<file path="config.mk">
export PLATFORM = sky130hd
export DESIGN_NAME = iob_uart_lite
export DESIGN_NICKNAME = d
export VERILOG_FILES = /design/src/rtl/iob_uart_lite.sv
export SDC_FILE = /design/constraint.sdc
export NUM_CORES = 1
export LEC_CHECK = 0
export ABC_AREA = 1
export CAP_MARGIN = 20
export CORE_MARGIN = 5
export CORE_UTILIZATION = 28
export CTS_BUF_LIST = sky130_fd_sc_hd__clkbuf_16
export CTS_CLUSTER_DIAMETER = 50
export DETAILED_ROUTE_END_ITERATION = 8
export PLACE_DENSITY = 0.52
export SYNTH_ARGS = -nofsm -noshare
export SYNTH_HDL_FRONTEND = slang
export SYNTH_SLANG_ARGS = --single-unit
</file>
<file path="constraint.sdc">
create_clock -name clk -period 5.56 [get_ports clk]
set_input_delay 1.112 -clock clk [delete_from_list [all_inputs] [get_ports clk]]
set_output_delay 1.112 -clock clk [all_outputs]
set_load 0.02 [all_outputs]
</file>
<file path="src/rtl/iob_uart_lite.sv">
// iob_uart_lite: memory-mapped 8N1 UART slave on the IOb-native bus.
// CSR file, bit-timed transmitter and mid-bit-sampling receiver with a 1-byte holding register.
module iob_uart_lite #(
  parameter int          ADDR_W  = 3,
  parameter int          DATA_W  = 32,
  parameter logic [15:0] DIV_RST = 16'd868
) (
  input  logic                clk,
  input  logic                rst,
  input  logic                valid,
  input  logic [ADDR_W-1:0]   address,
  input  logic [DATA_W-1:0]   wdata,
  input  logic [DATA_W/8-1:0] wstrb,
  output logic [DATA_W-1:0]   rdata,
  output logic                ready,
  output logic                txd,
  input  logic                rxd
);

  localparam logic [ADDR_W-1:0] A_SOFTRESET = ADDR_W'(0);
  localparam logic [ADDR_W-1:0] A_DIV       = ADDR_W'(1);
  localparam logic [ADDR_W-1:0] A_TXDATA    = ADDR_W'(2);
  localparam logic [ADDR_W-1:0] A_TXEN      = ADDR_W'(3);
  localparam logic [ADDR_W-1:0] A_TXREADY   = ADDR_W'(4);
  localparam logic [ADDR_W-1:0] A_RXDATA    = ADDR_W'(5);
  localparam logic [ADDR_W-1:0] A_RXEN      = ADDR_W'(6);
  localparam logic [ADDR_W-1:0] A_RXREADY   = ADDR_W'(7);

  typedef enum logic [1:0] {TX_IDLE, TX_START, TX_DATA, TX_STOP} tx_state_t;
  typedef enum logic [1:0] {RX_IDLE, RX_START, RX_DATA, RX_STOP} rx_state_t;

  logic [DATA_W-1:0] rdata_q, rdata_d;
  logic              ready_q, ready_d;
  logic [15:0]       div_q, div_d;
  logic              txen_q, txen_d;
  logic              rxen_q, rxen_d;
  logic              rx_ready_q, rx_ready_d;
  logic              overrun_q, overrun_d;
  logic [7:0]        rx_hold_q, rx_hold_d;

  tx_state_t         tx_state_q, tx_state_d;
  logic [15:0]       tx_cnt_q, tx_cnt_d;
  logic [15:0]       tx_period_q, tx_period_d;
  logic [7:0]        tx_shift_q, tx_shift_d;
  logic [2:0]        tx_bit_q, tx_bit_d;
  logic              txd_q, txd_d;
  logic              tx_start_q, tx_start_d;
  logic [7:0]        tx_byte_q, tx_byte_d;

  rx_state_t         rx_state_q, rx_state_d;
  logic [15:0]       rx_cnt_q, rx_cnt_d;
  logic [15:0]       rx_period_q, rx_period_d;
  logic [7:0]        rx_shift_q, rx_shift_d;
  logic [2:0]        rx_bit_q, rx_bit_d;
  logic              rxd_s1_q, rxd_s1_d;
  logic              rxd_s2_q, rxd_s2_d;
  logic              rxd_prev_q, rxd_prev_d;

  logic              wr_en, rd_en, soft_rst, rd_rxdata;
  logic              tx_idle, tx_accept, tx_bit_end;
  logic              rx_fall, rx_load;
  logic [15:0]       div_eff, rx_half;
  logic [DATA_W-1:0] rd_word;
  logic              unused_wdata;

  assign wr_en        = valid && (wstrb != '0);
  assign rd_en        = valid && (wstrb == '0);
  assign soft_rst     = wr_en && (address == A_SOFTRESET) && wdata[0];
  assign rd_rxdata    = rd_en && (address == A_RXDATA);
  assign div_eff      = (div_q < 16'd2) ? 16'd2 : div_q;
  // A pending start counts as busy so a back-to-back TXDATA write cannot slip in.
  assign tx_idle      = (tx_state_q == TX_IDLE) && !tx_start_q;
  assign tx_accept    = wr_en && (address == A_TXDATA) && txen_q && tx_idle;
  assign tx_bit_end   = (tx_cnt_q == tx_period_q - 16'd1);
  assign rx_fall      = rxd_prev_q && !rxd_s2_q;
  assign rx_half      = rx_period_q >> 1;
  assign unused_wdata = ^wdata[DATA_W-1:16];

  assign rdata = rdata_q;
  assign ready = ready_q;
  assign txd   = txd_q;

  always_comb begin
    rd_word = '0;
    case (address)
      A_DIV:     rd_word[15:0] = div_q;
      A_TXEN:    rd_word[0]    = txen_q;
      A_TXREADY: rd_word[0]    = tx_idle;
      A_RXDATA:  rd_word[7:0]  = rx_hold_q;
      A_RXEN:    rd_word[0]    = rxen_q;
      A_RXREADY: rd_word[1:0]  = {overrun_q, rx_ready_q};
      default:   rd_word       = '0;
    endcase
  end

  always_comb begin
    ready_d    = valid;
    rdata_d    = rdata_q;
    div_d      = div_q;
    txen_d     = txen_q;
    rxen_d     = rxen_q;
    rx_ready_d = rx_ready_q;
    overrun_d  = overrun_q;
    rx_hold_d  = rx_hold_q;
    if (rd_en) rdata_d = rd_word;
    if (wr_en) begin
      case (address)
        A_DIV:   div_d  = wdata[15:0];
        A_TXEN:  txen_d = wdata[0];
        A_RXEN:  rxen_d = wdata[0];
        default: ;
      endcase
    end
    if (rd_rxdata) begin
      rx_ready_d = 1'b0;
      overrun_d  = 1'b0;
    end
    // A read racing a new byte wins the overrun flag but not rx_ready.
    if (rx_load) begin
      rx_hold_d  = rx_shift_q;
      rx_ready_d = 1'b1;
      overrun_d  = rx_ready_q && !rd_rxdata;
    end
    if (soft_rst) begin
      rx_ready_d = 1'b0;
      overrun_d  = 1'b0;
    end
  end

  always_comb begin
    tx_state_d  = tx_state_q;
    tx_cnt_d    = tx_cnt_q;
    tx_period_d = tx_period_q;
    tx_shift_d  = tx_shift_q;
    tx_bit_d    = tx_bit_q;
    txd_d       = txd_q;
    tx_start_d  = tx_start_q;
    tx_byte_d   = tx_byte_q;
    if (tx_accept) begin
      tx_start_d = 1'b1;
      tx_byte_d  = wdata[7:0];
    end
    case (tx_state_q)
      TX_IDLE: begin
        if (tx_start_q) begin
          tx_start_d  = 1'b0;
          tx_state_d  = TX_START;
          txd_d       = 1'b0;
          tx_cnt_d    = '0;
          tx_period_d = div_eff;
          tx_shift_d  = tx_byte_q;
          tx_bit_d    = '0;
        end
      end
      default: begin
        if (tx_bit_end) begin
          // The divisor is re-latched only here, so a DIV write never stretches a bit in flight.
          tx_cnt_d    = '0;
          tx_period_d = div_eff;
          case (tx_state_q)
            TX_START: begin
              tx_state_d = TX_DATA;
              txd_d      = tx_shift_q[0];
            end
            TX_DATA: begin
              if (tx_bit_q == 3'd7) begin
                tx_state_d = TX_STOP;
                txd_d      = 1'b1;
              end else begin
                tx_bit_d   = tx_bit_q + 3'd1;
                tx_shift_d = tx_shift_q >> 1;
                txd_d      = tx_shift_q[1];
              end
            end
            default: begin
              tx_state_d = TX_IDLE;
              txd_d      = 1'b1;
            end
          endcase
        end else begin
          tx_cnt_d = tx_cnt_q + 16'd1;
        end
      end
    endcase
    if (soft_rst) begin
      tx_state_d = TX_IDLE;
      tx_start_d = 1'b0;
      tx_cnt_d   = '0;
      txd_d      = 1'b1;
    end
  end

  always_comb begin
    rxd_s1_d   = rxd;
    rxd_s2_d   = rxd_s1_q;
    rxd_prev_d = rxd_s2_q;
  end

  always_comb begin
    rx_state_d  = rx_state_q;
    rx_cnt_d    = rx_cnt_q;
    rx_period_d = rx_period_q;
    rx_shift_d  = rx_shift_q;
    rx_bit_d    = rx_bit_q;
    rx_load     = 1'b0;
    case (rx_state_q)
      RX_IDLE: begin
        if (rxen_q && rx_fall) begin
          rx_state_d  = RX_START;
          rx_cnt_d    = '0;
          rx_period_d = div_eff;
        end
      end
      RX_START: begin
        // Mid-start-bit resample: a line already back high was only a glitch.
        if (rx_cnt_q == rx_half - 16'd1) begin
          rx_cnt_d    = '0;
          rx_period_d = div_eff;
          rx_bit_d    = '0;
          rx_state_d  = rxd_s2_q ? RX_IDLE : RX_DATA;
        end else begin
          rx_cnt_d = rx_cnt_q + 16'd1;
        end
      end
      RX_DATA: begin
        if (rx_cnt_q == rx_period_q - 16'd1) begin
          rx_cnt_d    = '0;
          rx_period_d = div_eff;
          rx_shift_d  = {rxd_s2_q, rx_shift_q[7:1]};
          if (rx_bit_q == 3'd7) rx_state_d = RX_STOP;
          else                  rx_bit_d   = rx_bit_q + 3'd1;
        end else begin
          rx_cnt_d = rx_cnt_q + 16'd1;
        end
      end
      default: begin
        if (rx_cnt_q == rx_period_q - 16'd1) begin
          rx_cnt_d   = '0;
          rx_state_d = RX_IDLE;
          rx_load    = rxd_s2_q;
        end else begin
          rx_cnt_d = rx_cnt_q + 16'd1;
        end
      end
    endcase
    if (soft_rst) begin
      rx_state_d = RX_IDLE;
      rx_cnt_d   = '0;
    end
  end

  always_ff @(posedge clk or posedge rst) begin
    if (rst) begin
      rdata_q    <= '0;
      ready_q    <= 1'b0;
      div_q      <= DIV_RST;
      txen_q     <= 1'b0;
      rxen_q     <= 1'b0;
      rx_ready_q <= 1'b0;
      overrun_q  <= 1'b0;
      rx_hold_q  <= '0;
    end else begin
      rdata_q    <= rdata_d;
      ready_q    <= ready_d;
      div_q      <= div_d;
      txen_q     <= txen_d;
      rxen_q     <= rxen_d;
      rx_ready_q <= rx_ready_d;
      overrun_q  <= overrun_d;
      rx_hold_q  <= rx_hold_d;
    end
  end

  always_ff @(posedge clk or posedge rst) begin
    if (rst) begin
      tx_state_q  <= TX_IDLE;
      tx_cnt_q    <= '0;
      tx_period_q <= 16'd2;
      tx_shift_q  <= '0;
      tx_bit_q    <= '0;
      txd_q       <= 1'b1;
      tx_start_q  <= 1'b0;
      tx_byte_q   <= '0;
    end else begin
      tx_state_q  <= tx_state_d;
      tx_cnt_q    <= tx_cnt_d;
      tx_period_q <= tx_period_d;
      tx_shift_q  <= tx_shift_d;
      tx_bit_q    <= tx_bit_d;
      txd_q       <= txd_d;
      tx_start_q  <= tx_start_d;
      tx_byte_q   <= tx_byte_d;
    end
  end

  always_ff @(posedge clk or posedge rst) begin
    if (rst) begin
      rx_state_q  <= RX_IDLE;
      rx_cnt_q    <= '0;
      rx_period_q <= 16'd2;
      rx_shift_q  <= '0;
      rx_bit_q    <= '0;
      rxd_s1_q    <= 1'b1;
      rxd_s2_q    <= 1'b1;
      rxd_prev_q  <= 1'b1;
    end else begin
      rx_state_q  <= rx_state_d;
      rx_cnt_q    <= rx_cnt_d;
      rx_period_q <= rx_period_d;
      rx_shift_q  <= rx_shift_d;
      rx_bit_q    <= rx_bit_d;
      rxd_s1_q    <= rxd_s1_d;
      rxd_s2_q    <= rxd_s2_d;
      rxd_prev_q  <= rxd_prev_d;
    end
  end

endmodule

</file>
* Word-level counts from Yosys, hierarchy flattened *
Cells that the tools add are included.

storage, ports and cells
  flip-flop bits (word level) = 148
  output and inout bits = 34
  input port bits = 43
  logic and storage cells = 165

cells by class
  $add $sub $neg = 7
  reduce and logical (&&, ||, !) cells = 39
  eq/ne operators = 28
  magnitude comparators = 1
  muxes and demuxes = 66

operator list
  cell                   number
  $mux 16                15
  $eq 16x16->1           3
  $mux 8                 6
  $pmux 16 s3            1
  $add 16x1->16 const B  2
  $pmux 16 s2            1
  $sub 16x1->16 const B  2
  $mux 2                 12
  $mux 3                 8
  $eq 3x3->1 const B     6
  $lt 16x2->1 const B    1
  $mux 1                 16
  $sub 15x1->16 const B  1
  $ne 3x3->1 const B     5
  $logic_and 1x1->1      12
  $ne 2x2->1 const B     6
  $pmux 6 s2             1
  $reduce_and 2->1       6
  $reduce_and 4->1       3
  $reduce_bool 3->1      3
  $reduce_bool 4->1      2
  $add 3x1->3 const B    2
  $eq 3x2->1 const B     2
  $pmux 1 s6             1
  other kinds (17)       24

* Logic depth before layout (Yosys ltp) *
  word-level depth = 9
  mapped depth = 17
  gate-level depth less buffers = 17

* Worst setup path before layout *
Ideal clock, no wire load.

  path kind = input to register
  from = in address[1]
  to = reg tx_state_q[0]
  buffers on the path = 2
  arrival = 2.450 ns
  required time = 5.443 ns
  setup time = 0.117 ns
  stages on the path = 8
  slack = 2.993 ns
  cells stage by stage = clkbuf_1 > nor4_4 > nor2_1 > inv_1 > buf_2 > nand3_1 > nand2_1 > nand2_1

on the way
  word-level cells in the longest chain between the ends = 5
  elaborated cells between the ends (all ways) = 8
  classes of those cells = 2 x eq/ne; 1 x mux; 5 x reduce/logical

ends and longest elaborated chain
  item                                                       line  source
  start, declared                                            11    input logic [ADDR_W-1:0] address,
  $logic_not 3->1 (*)                                        68    assign soft_rst = wr_en && (address == A_SOFTRESET) && wdata[0];
  $logic_and 1x1->1 (*) (2 in series)                        68
  $ne 4x4->1 (no source line), or another cell as far along  --
  $reduce_and 3->1 (no source line)                          --
  end signal, assigned                                       285   tx_state_q <= tx_state_d;
  end, declared                                              41    tx_state_t tx_state_q, tx_state_d;

Mark *: on every way between the ends. The rest lies on a longest branch, timed or not.
A chain may end at the register's enable or synchronous reset.

* Worst setup path in the final report *
  from = in address[1]
  to = reg div_q[1]

on the way
  word-level cells in the longest chain between the ends = 2

ends and longest elaborated chain
  item                               line  source
  $eq 3x1->1                         107   case (address)
  $reduce_and 2->1 (no source line)  --
  end signal, assigned               265   div_q <= div_d;
  end, declared                      34    logic [15:0] div_q, div_d;

No other way between the ends.

==> results.md <==
- Nets: 1245
- Sequential element share of the synthesized area: 41.60%
- Status: finished clean
- Max Freq: 0.3236 GHz
- Total Power: 4.758 mW
- Postcts setup bufs: 0
- Post-synth EDFFs: 0
- Sink Count: 148
- Port bufs: 44
- PD cells: 464.9 nW/um2
- Mapped Area: 8936 um2
- Final hold slack: 357.5 ps
- Final Non-Filler Cells: 1605
- Routed via count: 7250
- GRT Residual Overflow: 0
- TNS Setup: 0 ps
- Most frequent cells in the layout: 369 x nand2_1, 137 x dfrtp_1, 106 x inv_1
- Max-Cap Viols: 0
- Cell count after placement: 1571
- Worst rel slew slack: 31.74%
- Yosys warning count: 0
- Clock buffer depth: 2
- Slew @ Worst Pin: 1020 ps
- Antenna violations before repair: 0
- Fillers: 3394
- Clock slew at reported path FFs: 60 ps
- Most common cell after layout, fill and taps aside: nand2_1
- FFs w/ async S/R, synth: 100.0%
- Share of the synthesized area in the top cell type: 38.36%
- P&R area growth vs syn: 14.53%
- Worst setup SP type: primary input
- Maximum VDD drop: 0.2725 mV
- Post_cts resized: 0
- Chip Height: 188.6 um
- Largest net degree at the start of global routing: 97
- Antenna diodes: 0
- Worst EP required: 5870 ps
- Vias in the first global route: 7015
- Die width: 188.6 um
- Drt pass-1 iters: 5
- I/O Pins: 77
- Rows: 65
- Pins Over Slew Limit: 0
- Global-route wire length before repair: 35.98 mm
- Static Leakage: 4.823 nW
- Gr usage total: 12.29%
- Final wirelength: 21.51 mm
- Crit Path Max Fanout: 31
- Most used DFF post-synth: dfrtp_1
- HPWL after detailed placement: 15.86 mm
- 1st-iter DRT viols: 392
- Worst hold path class: flip-flop to flip-flop
- Fraction of layout cells with a size suffix above 1: 10.81%
- Final period util: 55.58%
- Final Hold Fails: 0
- Crit path capture type: flip-flop
- #FFs+latches synth: 148
- Post-synth top area cell: dfrtp_1
- ANT nets after route: 0
- Mean routed wirelength per cell: 13.40 um
- Die Area: 35590 um2
- Synth top area cells: dfrtp_1 38%, nand2_1 15%, nand3_1 5.0%, inv_1 4.5%, xor2_1 4.3%
- RePlAce Congestion: 0.8204
- Synth cell types: 42
- Post-CTS Hold Buffers: 0
- Post-route DRC: 0
- RSZ-0062 raised after global routing: no
- Syn Area/Cell: 7.737 um2
- Skew final: 8.659 ps
- Final Setup Violations: 0
- DR vias/cell: 4.517
- Mapped Cells: 1155
- Setup CP Type: primary input to flip-flop
- Tmin final: 3090 ps
- CTS root buf: clkbuf_16
- CTS tree: built
- Num CTS Buffers: 17
- Placeable Area: 31560 um2
- Initial core utilization: 28.32%
- Skew-Pair Late Insertion Delay: 430 ps
- H-tree Lvls: 4
- R2R setup slack: 2490 ps
- Worst EP arrival: 3400 ps
==> routing by layer <==
layer | track usage [%] | vias to the layer above | routed length, um
met1 | 17.47 | 3409 | 11050
met3 | 2.908 | 13 | 837
met4 | 2.747 | 0 | 189
met5 | 0 | - | 0
li1 | - | 3719 | -
met2 | 19.07 | 109 | 9432
==> cells by family after synthesis <==
| family | Yosys count | share of synthesized area (%) |
|---|---|---|
| DFF | 148 | 41.60 |
| buffers and inverters | 163 | 8.289 |
| and+or+nand+nor | 647 | 33.53 |
| muxes | 2 | 0.2520 |
| other | 1 | 0.04196 |
| adders and majority gates | 12 | 1.680 |
| xor gates and xnor gates | 67 | 6.875 |
| AOI/OAI and AO/OA | 115 | 7.729 |
==> synth_stat cells (all sizes together) (12+ instances only) <==
cell type    n
nand4       14
ha          12
o21ai       77
nand2      389
dfrtp      137
xnor2       21
clkbuf      19
inv        110
a21oi       13
nand3       99
nor2       110
nand3b      17
xor2        44
buf         31
==> stage by stage <==
step	utilization, %	worst slack (ps)	area [um2]
floorplan	-	486.5	8992
global placement	30.63	2036	9666
detailed placement	30.63	2012	9666
CTS	32.39	2456	10220
global route	32.43	2149	10230
finish	32.43	2470	10230
==> where the power goes <==
group	switching (mW)	internal, mW	leakage (nW)	total (mW)
Combinational	1.26	0.730	2.63	1.99
Sequential	0.316	1.34	1.93	1.65
Clock	0.494	0.618	0.265	1.11
Total	2.07	2.68	4.82	4.76
==> critical path, cell delays in order <==
cell and delay, ps:
clkdlybuf4s50_1 570, nor3_2 630, inv_2 270, nor2_2 130, buf_4 300, mux2_2 370
==> flip-flops by register name (all words and copies together), names as in the netlist, 3 cells and up <==
register and count:
div_q 16, rdata 16, rx_cnt_q 16, rx_period_q 16
tx_cnt_q 16, tx_period_q 16, rx_hold_q 8, rx_shift_q 8
tx_byte_q 8, tx_shift_q 8, rx_bit_q 3, tx_bit_q 3
==> final timing paths <==
kind / depth (start not counted) / end / startpoint
worst max-delay path: 6 / div_q[1]$_DFFE_PP0P_ / address[1]
worst min-delay path: 0 / rxd_prev_d$_DFF_PP1_ / rxd_s1_q$_DFF_PP1_
worst max register to register: 10 / tx_cnt_q[14]$_DFFE_PP0P_ / tx_state_q[0]$_DFFE_PP0P_
worst min register to register: 0 / rxd_prev_d$_DFF_PP1_ / rxd_s1_q$_DFF_PP1_
max in group asynchronous: 3 / rxd_s1_q$_DFF_PP1_ / rst
min in group asynchronous: 2 / rx_bit_q[2]$_DFFE_PP0P_ / rst
==> area by class of cell <==
type | instances | area (um2) | share of cell area (%)
Clock buffer | 17 | 425.4 | 4.156
Clock inverter | 15 | 128.9 | 1.259
Inverter | 113 | 430.4 | 4.205
Multi-Input combinational cell | 859 | 4537 | 44.33
Sequential cell | 148 | 3717 | 36.32
Tap cell | 402 | 503.0 | 4.914
Timing Repair Buffer | 51 | 493.0 | 4.817
(Power assumes the default switching activity.)
